## src/rtl/hs_arb_fifo.sv

```systemverilog
// Multi-channel valid/ack arbiter feeding a first-word-fall-through FIFO.
// Each stored word carries the index of the channel that supplied it.
module hs_arb_fifo #(
  parameter int DWIDTH = 8,
  parameter int NCH    = 4,
  parameter int DEPTH  = 4,
  parameter int MODE   = 0,
  localparam int CHW   = $clog2(NCH),
  localparam int LW    = $clog2(DEPTH) + 1
) (
  input  logic                  clk_i,
  input  logic                  rst_i,
  input  logic [NCH-1:0]        in_vld,
  input  logic [NCH*DWIDTH-1:0] din,
  output logic [NCH-1:0]        in_ack,
  output logic                  out_vld,
  output logic [DWIDTH-1:0]     dout,
  output logic [CHW-1:0]        out_ch,
  input  logic                  out_ack,
  output logic [LW-1:0]         level,
  output logic                  full
);

  localparam int AW = $clog2(DEPTH);

  logic [DWIDTH-1:0] mem_data [DEPTH];
  logic [CHW-1:0]    mem_ch   [DEPTH];
  logic [AW-1:0]     wr_ptr, rd_ptr;
  logic [CHW-1:0]    rr_ptr, grant;
  logic [CHW:0]      pos;
  logic              found, push, pop;

  // One spare bit in pos keeps rr_ptr + i from wrapping early when NCH is
  // not a power of two.
  // NOTE: combinational blocks use blocking assignments and give every
  // variable a default first, so no latch is inferred.
  always_comb begin
    found = 1'b0;
    grant = '0;
    pos   = '0;
    for (int i = 0; i < NCH; i++) begin
      if (MODE == 0) begin
        pos = {1'b0, rr_ptr} + (CHW+1)'(i);
        if (pos >= (CHW+1)'(NCH)) pos = pos - (CHW+1)'(NCH);
      end else begin
        pos = (CHW+1)'(i);
      end
      if (!found && in_vld[pos[CHW-1:0]]) begin
        found = 1'b1;
        grant = pos[CHW-1:0];
      end
    end
  end

  assign in_ack  = (found && !full && !rst_i) ? (NCH'(1) << grant) : '0;
  assign push    = |in_ack;
  assign pop     = out_vld & out_ack;
  assign out_vld = (level != '0);
  assign full    = (level == LW'(DEPTH));
  assign dout    = mem_data[rd_ptr];
  assign out_ch  = mem_ch[rd_ptr];

  // NOTE: sequential state uses non-blocking assignments so every register
  // samples the pre-edge values of the others.
  always_ff @(posedge clk_i or posedge rst_i) begin
    if (rst_i) begin
      wr_ptr <= '0;
      rd_ptr <= '0;
      level  <= '0;
      rr_ptr <= '0;
    end else begin
      if (push) wr_ptr <= wr_ptr + AW'(1);
      if (pop)  rd_ptr <= rd_ptr + AW'(1);
      if (push && !pop)      level <= level + LW'(1);
      else if (pop && !push) level <= level - LW'(1);
      if (MODE == 0 && push)
        rr_ptr <= (grant == CHW'(NCH - 1)) ? '0 : grant + CHW'(1);
    end
  end

  // NOTE: storage is deliberately left out of reset; out_vld gates its use.
  always_ff @(posedge clk_i) begin
    if (push) begin
      mem_data[wr_ptr] <= din[int'(grant)*DWIDTH +: DWIDTH];
      mem_ch[wr_ptr]   <= grant;
    end
  end

endmodule

```

## config.mk

```make
export PLATFORM = sky130hd
export DESIGN_NAME = hs_arb_fifo
export DESIGN_NICKNAME = d
export VERILOG_FILES = /design/src/rtl/hs_arb_fifo.sv
export SDC_FILE = /design/constraint.sdc
export NUM_CORES = 1
export LEC_CHECK = 0
export CORE_UTILIZATION = 44
export DETAILED_ROUTE_END_ITERATION = 10
export PLACE_DENSITY_LB_ADDON = 0.1
export SYNTH_ARGS = -nofsm -noshare
export SYNTH_HDL_FRONTEND = slang
export SYNTH_SLANG_ARGS = --single-unit
```

## constraint.sdc

```tcl
create_clock -name clk_i -period 2.7 [get_ports clk_i]
set_clock_uncertainty 0.1 [all_clocks]
set_input_delay 0.405 -clock clk_i [delete_from_list [all_inputs] [get_ports clk_i]]
set_output_delay 0.405 -clock clk_i [all_outputs]
set_load 0.05 [all_outputs]
```

# Word-level counts from Yosys, hierarchy flattened
# Memories as Yosys holds them, arrays and structs flattened.
# Cells that the tools add are included.
# totals
memories	2
in_bits	39
elab_cells	74
mem_bits_rw	40
reg_bits	9
# op_classes
n_lt_le_gt_ge	8
mux	26
bitwise_logic	1
n_addsub	12
reduce_logical	17
eq_ne	2
n_shift	2
# memory_table
memory	depth	word_bits	read_ports	rd_ports_with_merged_regs	wr	line_no	source
mem_data	4	8	1	0	1	26	logic [DWIDTH-1:0] mem_data [DEPTH];
mem_ch	4	2	1	0	1	27	logic [CHW-1:0] mem_ch [DEPTH];
# ops
cell	n
32-bit by 6-bit indexed part select with 8-bit output	1
2-bit 2-to-1 mux	9
2-bit by 3-bit < comparator with 1-bit output, second input constant	4
1-bit 2-to-1 mux	10
3-bit greater-or-equal comparator, second input constant	3
1-bit binary-select mux with 2-bit select	4
2-bit by 1-bit subtractor with 2-bit output, second input constant	4
1-bit logical AND	7
1-bit logical NOT	7
2-bit by 1-bit adder with 2-bit output, second input constant	3
2-bit by 2-bit adder with 3-bit output, second input constant	2
3-bit 2-to-1 mux	2
4-bit 2-to-1 mux	1
4-bit OR reduction	1
1-bit by 2-bit left shift with 4-bit output, first input constant	1
2-bit by 1-bit adder with 3-bit output, second input constant	1
3-bit by 1-bit adder with 3-bit output, second input constant	1
3-bit == test, second input constant	1
2-bit by 3-bit greater-or-equal comparator with 1-bit output, second input constant	1
3-bit nonzero test	1
3-bit by 1-bit subtractor with 3-bit output, second input constant	1
2-bit == test, second input constant	1
2-bit nonzero test	1
1-bit AND	1

# Longest topological paths before layout
# depth
depth_word	22
mapped_depth	14
depth_no_buf	13

# Worst setup path after synthesis
# No wires, ideal clock.
# synth_path
kind	register -> register
startpoint	reg level[2]
endpoint	reg level[1]
arrival_ns	3.352
slack_ns	-0.877
setup_time_ns	0.125
synth_period_minus_slack_ns	3.577
path_stages_with_launch	9
cell_sequence	dfrtp_1 > nor3b_1 > or3_1 > buf_2 > a31oi_4 > ha_1 > inv_1 > fa_1 > mux2_2
# synth_between
elab_chain_cells	9
word_cells_on_any_way	14
classes_between	1 x eq/ne; 2 x mux; 1 x bitwise; 10 x reduce/logical
# synth_rtl
element	line_no	source
start: declaration	20	output logic [LW-1:0] level,
start signal: assignment	74	if (push && !pop) level <= level + LW'(1);
start signal: assignment	75	else if (pop && !push) level <= level - LW'(1);
3-bit == test (*)	59	assign full = (level == LW'(DEPTH));
named net full	21	output logic full
1-bit logical NOT (*)	55	assign in_ack = (found && !full && !rst_i) ? (NCH'(1) << grant) : '0;
1-bit logical AND (*) (2 in series)	55	
4-bit 2-to-1 mux (*)	55	
4-bit OR reduction (*)	56	assign push = |in_ack;
named net push	31	logic found, push, pop;
1-bit logical NOT	75	
1-bit logical AND	75	
2-bit nonzero test (no line)	n/a	
# Mark *: on every way through the listed nets, which the timed path passes. The rest lies on a longest branch.
# A chain may end at the register's enable or synchronous reset.

# Worst setup path after layout
# layout_path
startpoint	reg rr_ptr[1]
endpoint	reg level[2]
# layout_between
elab_chain_cells	21
word_cells_on_any_way	47
classes_between	7 x add/sub; 4 x order compare; 1 x shift; 22 x mux; 13 x reduce/logical
# layout_rtl
element	line_no	source
start: declaration	29	logic [CHW-1:0] rr_ptr, grant;
start signal: assignment	77	rr_ptr <= (grant == CHW'(NCH - 1)) ? '0 : grant + CHW'(1);
parallel branches: the longest is 16 deep, another holds 2-bit by 1-bit adder with 3-bit output	n/a	
4-bit 2-to-1 mux (*)	55	
4-bit OR reduction (*)	56	
named net push	31	
1-bit logical NOT	75	
1-bit logical AND	75	
2-bit nonzero test (no line)	n/a	
# Mark *: on every way through the listed nets, which the timed path passes. The select of a mux whose other input is x is not followed.

==> results.cfg <==
[status]
status = complete, no violations

[placed_design]
pre_cts_ws_ns = -0.4095
portBuffers = 57
placed_cell_area_mm2 = 0.003238
dpl.hpwl_um = 3469
dp.cells = 295
place.gp.congestion = 0.7406

[setup_path]
critPathKind = flip-flop to flip-flop
critPathArrivalTime_ns = 2.72
cp_data_required_time_ns = 2.82
slowest_stage = dfrtp_2
worstSetupEndpointType = flip-flop
start_kind = flip-flop
crit_fanout = 6
critPathMaxStageDelay_ns = 0.43
path_cells = mux2i_1, nor2_1, nor4_2, ha_2, inv_1, a31oi_4, ha_2, inv_1, fa_2, xor2_1, nor2_1, xor2_1

[finish]
final_cell_count_no_fill = 304
num_antenna_cells = 0
post-route-util_pct = 65.82
area_delta_synth_final_pct = 42.84
fill_cells = 395
final_area_mm2 = 0.003383
drive_gt1_share_pct = 32.48
fin_nets = 279

[cts]
path_clk_slew_ns = 0.08
clockRootBuffer = clkbuf_8
h-tree-depth = 2
cts_tree = done
insertion_delay_ns = 0.30
cts_num_sinks = 49
clk_path_buf_depth = 2
cts_buffers = 5

[floorplan]
die_w_um = 75.37
ios = 58
coreArea_mm2 = 0.005140
rows = 26
die_h_um = 75.37
die_area_mm2 = 0.005681
start_util_pct = 46.08

[job]
max_cap_viol_count = 0

[synthesis]
synth_area_leader_cell = edfxtp_1
yosysWarnings = 0
ys_async_sr_fraction_pct = 18.37
synth_cells = 146
yosysTopAreaCellShare_pct = 50.71
syn_area_per_cell_um2 = 16.22
synth_nets = 192
synth.area.top_cells = edfxtp_1 51%, mux2i_1 11%, dfrtp_1 9.5%
synth_common_cells = 40 x edfxtp_1, 25 x mux2i_1, 10 x mux4_2
yosysSeqAreaShare_pct = 60.22
syn_area_mm2 = 0.002369
synth_edf_count = 40
ys_ff_latch = 49
synth_cell_type_count = 33
synth_most_common_cell = edfxtp_1
synth_top_flop_cell = edfxtp_1

[power_and_ir_drop]
power.share.clock_pct = 12.7
combPwrFrac_pct = 54.5
seqPwrFrac_pct = 32.8
p_switching_mw = 1.584
switching_share_pct = 40.36
powerDensity_mw_per_mm2 = 1160
total_power_mw = 3.925
p_leak_nw = 1.340
p_int_mw = 2.341
peakVddDrop_v = 0.0006473

[timing]
final_max_slew_viol_count = 0
finalCritPeriodShare_pct = 96.29
setup-violations-final = 0
max_freq_mhz = 384.7
hold_viol_final = 0
slew_headroom_pct = 64.14
fin_crit_ns = 2.600
rsz0062_at_grt = true
fin_ws_ns = 0.1003
worstMarginPinSlew_ns = 0.5379

[grt]
grt_first_pass_wirelength_um = 7424
grt_max_degree = 21
grt_pass1_vias = 1529
grtUsageTotal_pct = 18.69
grt_overflow = 0
grt_antenna_before_repair = 0

[route]
dr.pass1.iters = 4
vias_per_cell = 4.928
avgRoutedWirePerCell_um = 14.93
wl_um = 4538
dr.first_iter.drc_count = 59
ant_nets = 0
vias = 1498
drc = 0

[hold_path]
hold_path.class = input pin to asynchronous set/reset pin
kinds of logic after synthesis:
kind of cell	share of synthesized area (%)
xor+xnor	2.219
compound gates	2.958
fa+ha+maj	4.015
flops	60.22
buf+inv	2.852
mux	21.50
simple gates	6.233
metal layers:
metal	share of wire, %	up-vias	track usage (%)	wire [um]
met1	43	712	24.38	1969
met4	2.0	0	8.642	91
li1	-	728	-	-
met3	4.7	6	3.571	214
met5	0	-	0	0
met2	50	52	30.46	2262
path summary, 6_finish.rpt:
path / depth (start not counted) / to / start / slack (ns)
setup / recovery: 12 / level[2] / rr_ptr[1] / 0.10
hold / removal: 2 / rr_ptr[0] / rst_i / 0.31
setup reg to reg: 12 / level[2] / rr_ptr[1] / 0.10
hold reg to reg: 1 / level[2] / level[2] / 0.40
max in group asynchronous: 2 / level[1] / rst_i / 1.92
min in group clk_i: 1 / level[2] / level[2] / 0.40
metrics by stage:
| step | TNS [ns] | hold slack [ns] |
|---|---|---|
| 5_1_grt | -0.08111 | 0.3779 |
| 3_3_place_gp | -0.8851 | 0.3733 |
| 4_1_cts | 0 | 0.3179 |
| 2_1_floorplan | -0.3720 | 0.1327 |
| 3_5_place_dp | -3.742 | 0.3931 |
| 6_report | 0 | 0.3115 |
sequential cells by signal, summed over array words and instances (netlist names):
| register | count |
|---|---|
| level | 3 |
| mem_data | 32 |
| rd_ptr | 2 |
| rr_ptr | 2 |
| mem_ch | 8 |
| wr_ptr | 2 |
critical path, delay by kind of cell, from the launching register on:
family	cells	cell delay [ns]
compound gates	1	0.14
xor+xnor	2	0.30
fa+ha+maj	3	0.74
buf+inv	2	0.12
flops	1	0.43
mux	1	0.20
simple gates	3	0.49
placed cells by master (no fill, tap or decap), drive strengths merged, types with 2 or more instances in the layout:
master,synthesis,final
buf,5,43
xnor2,4,4
and2,4,4
or3,2,2
clkdlybuf4s50,0,39
inv,8,8
dlygate4sd2,0,3
nand2,2,2
clkbuf,1,6
mux4,10,10
edfxtp,40,40
mux2,3,3
nor3,4,4
nand2b,2,2
a21oi,4,4
nor2,4,4
xor2,2,2
mux2i,25,25
ha,6,6
dfrtp,9,9
nor4,3,3
area by class of cell:
| type | instances | area (um2) | share of cell area, % |
|---|---|---|---|
| repair buffers | 86 | 805.8 | 23.82 |
| clock buffers | 6 | 72.57 | 2.145 |
| multi-input cells | 83 | 922.1 | 27.26 |
| inverters | 8 | 30.03 | 0.8876 |
| well taps | 70 | 87.58 | 2.589 |
| clock inverters | 2 | 33.78 | 0.9985 |
| flip-flops and latches | 49 | 1431 | 42.31 |
power by group through the flow:
stage / clock, mW / combinational [mW] / sequential (mW)
4_1_cts: 0.506 / 2.15 / 1.29
3_3_place_gp: 0 / 2.07 / 1.28
6_report: 0.499 / 2.14 / 1.29
5_1_grt: 0.539 / 2.31 / 1.32
2_1_floorplan: 0 / 1.37 / 1.32
3_5_place_dp: 0 / 2.12 / 1.30
repair_timing:
item	4_1_cts	5_1_grt
endpoints found under the setup margin	4	5
hold buffers	0	0
gates cloned	0	0
setup buffers	1	0
pin swaps	0	5
resized for setup	8	4
(Power assumes the default switching activity.)
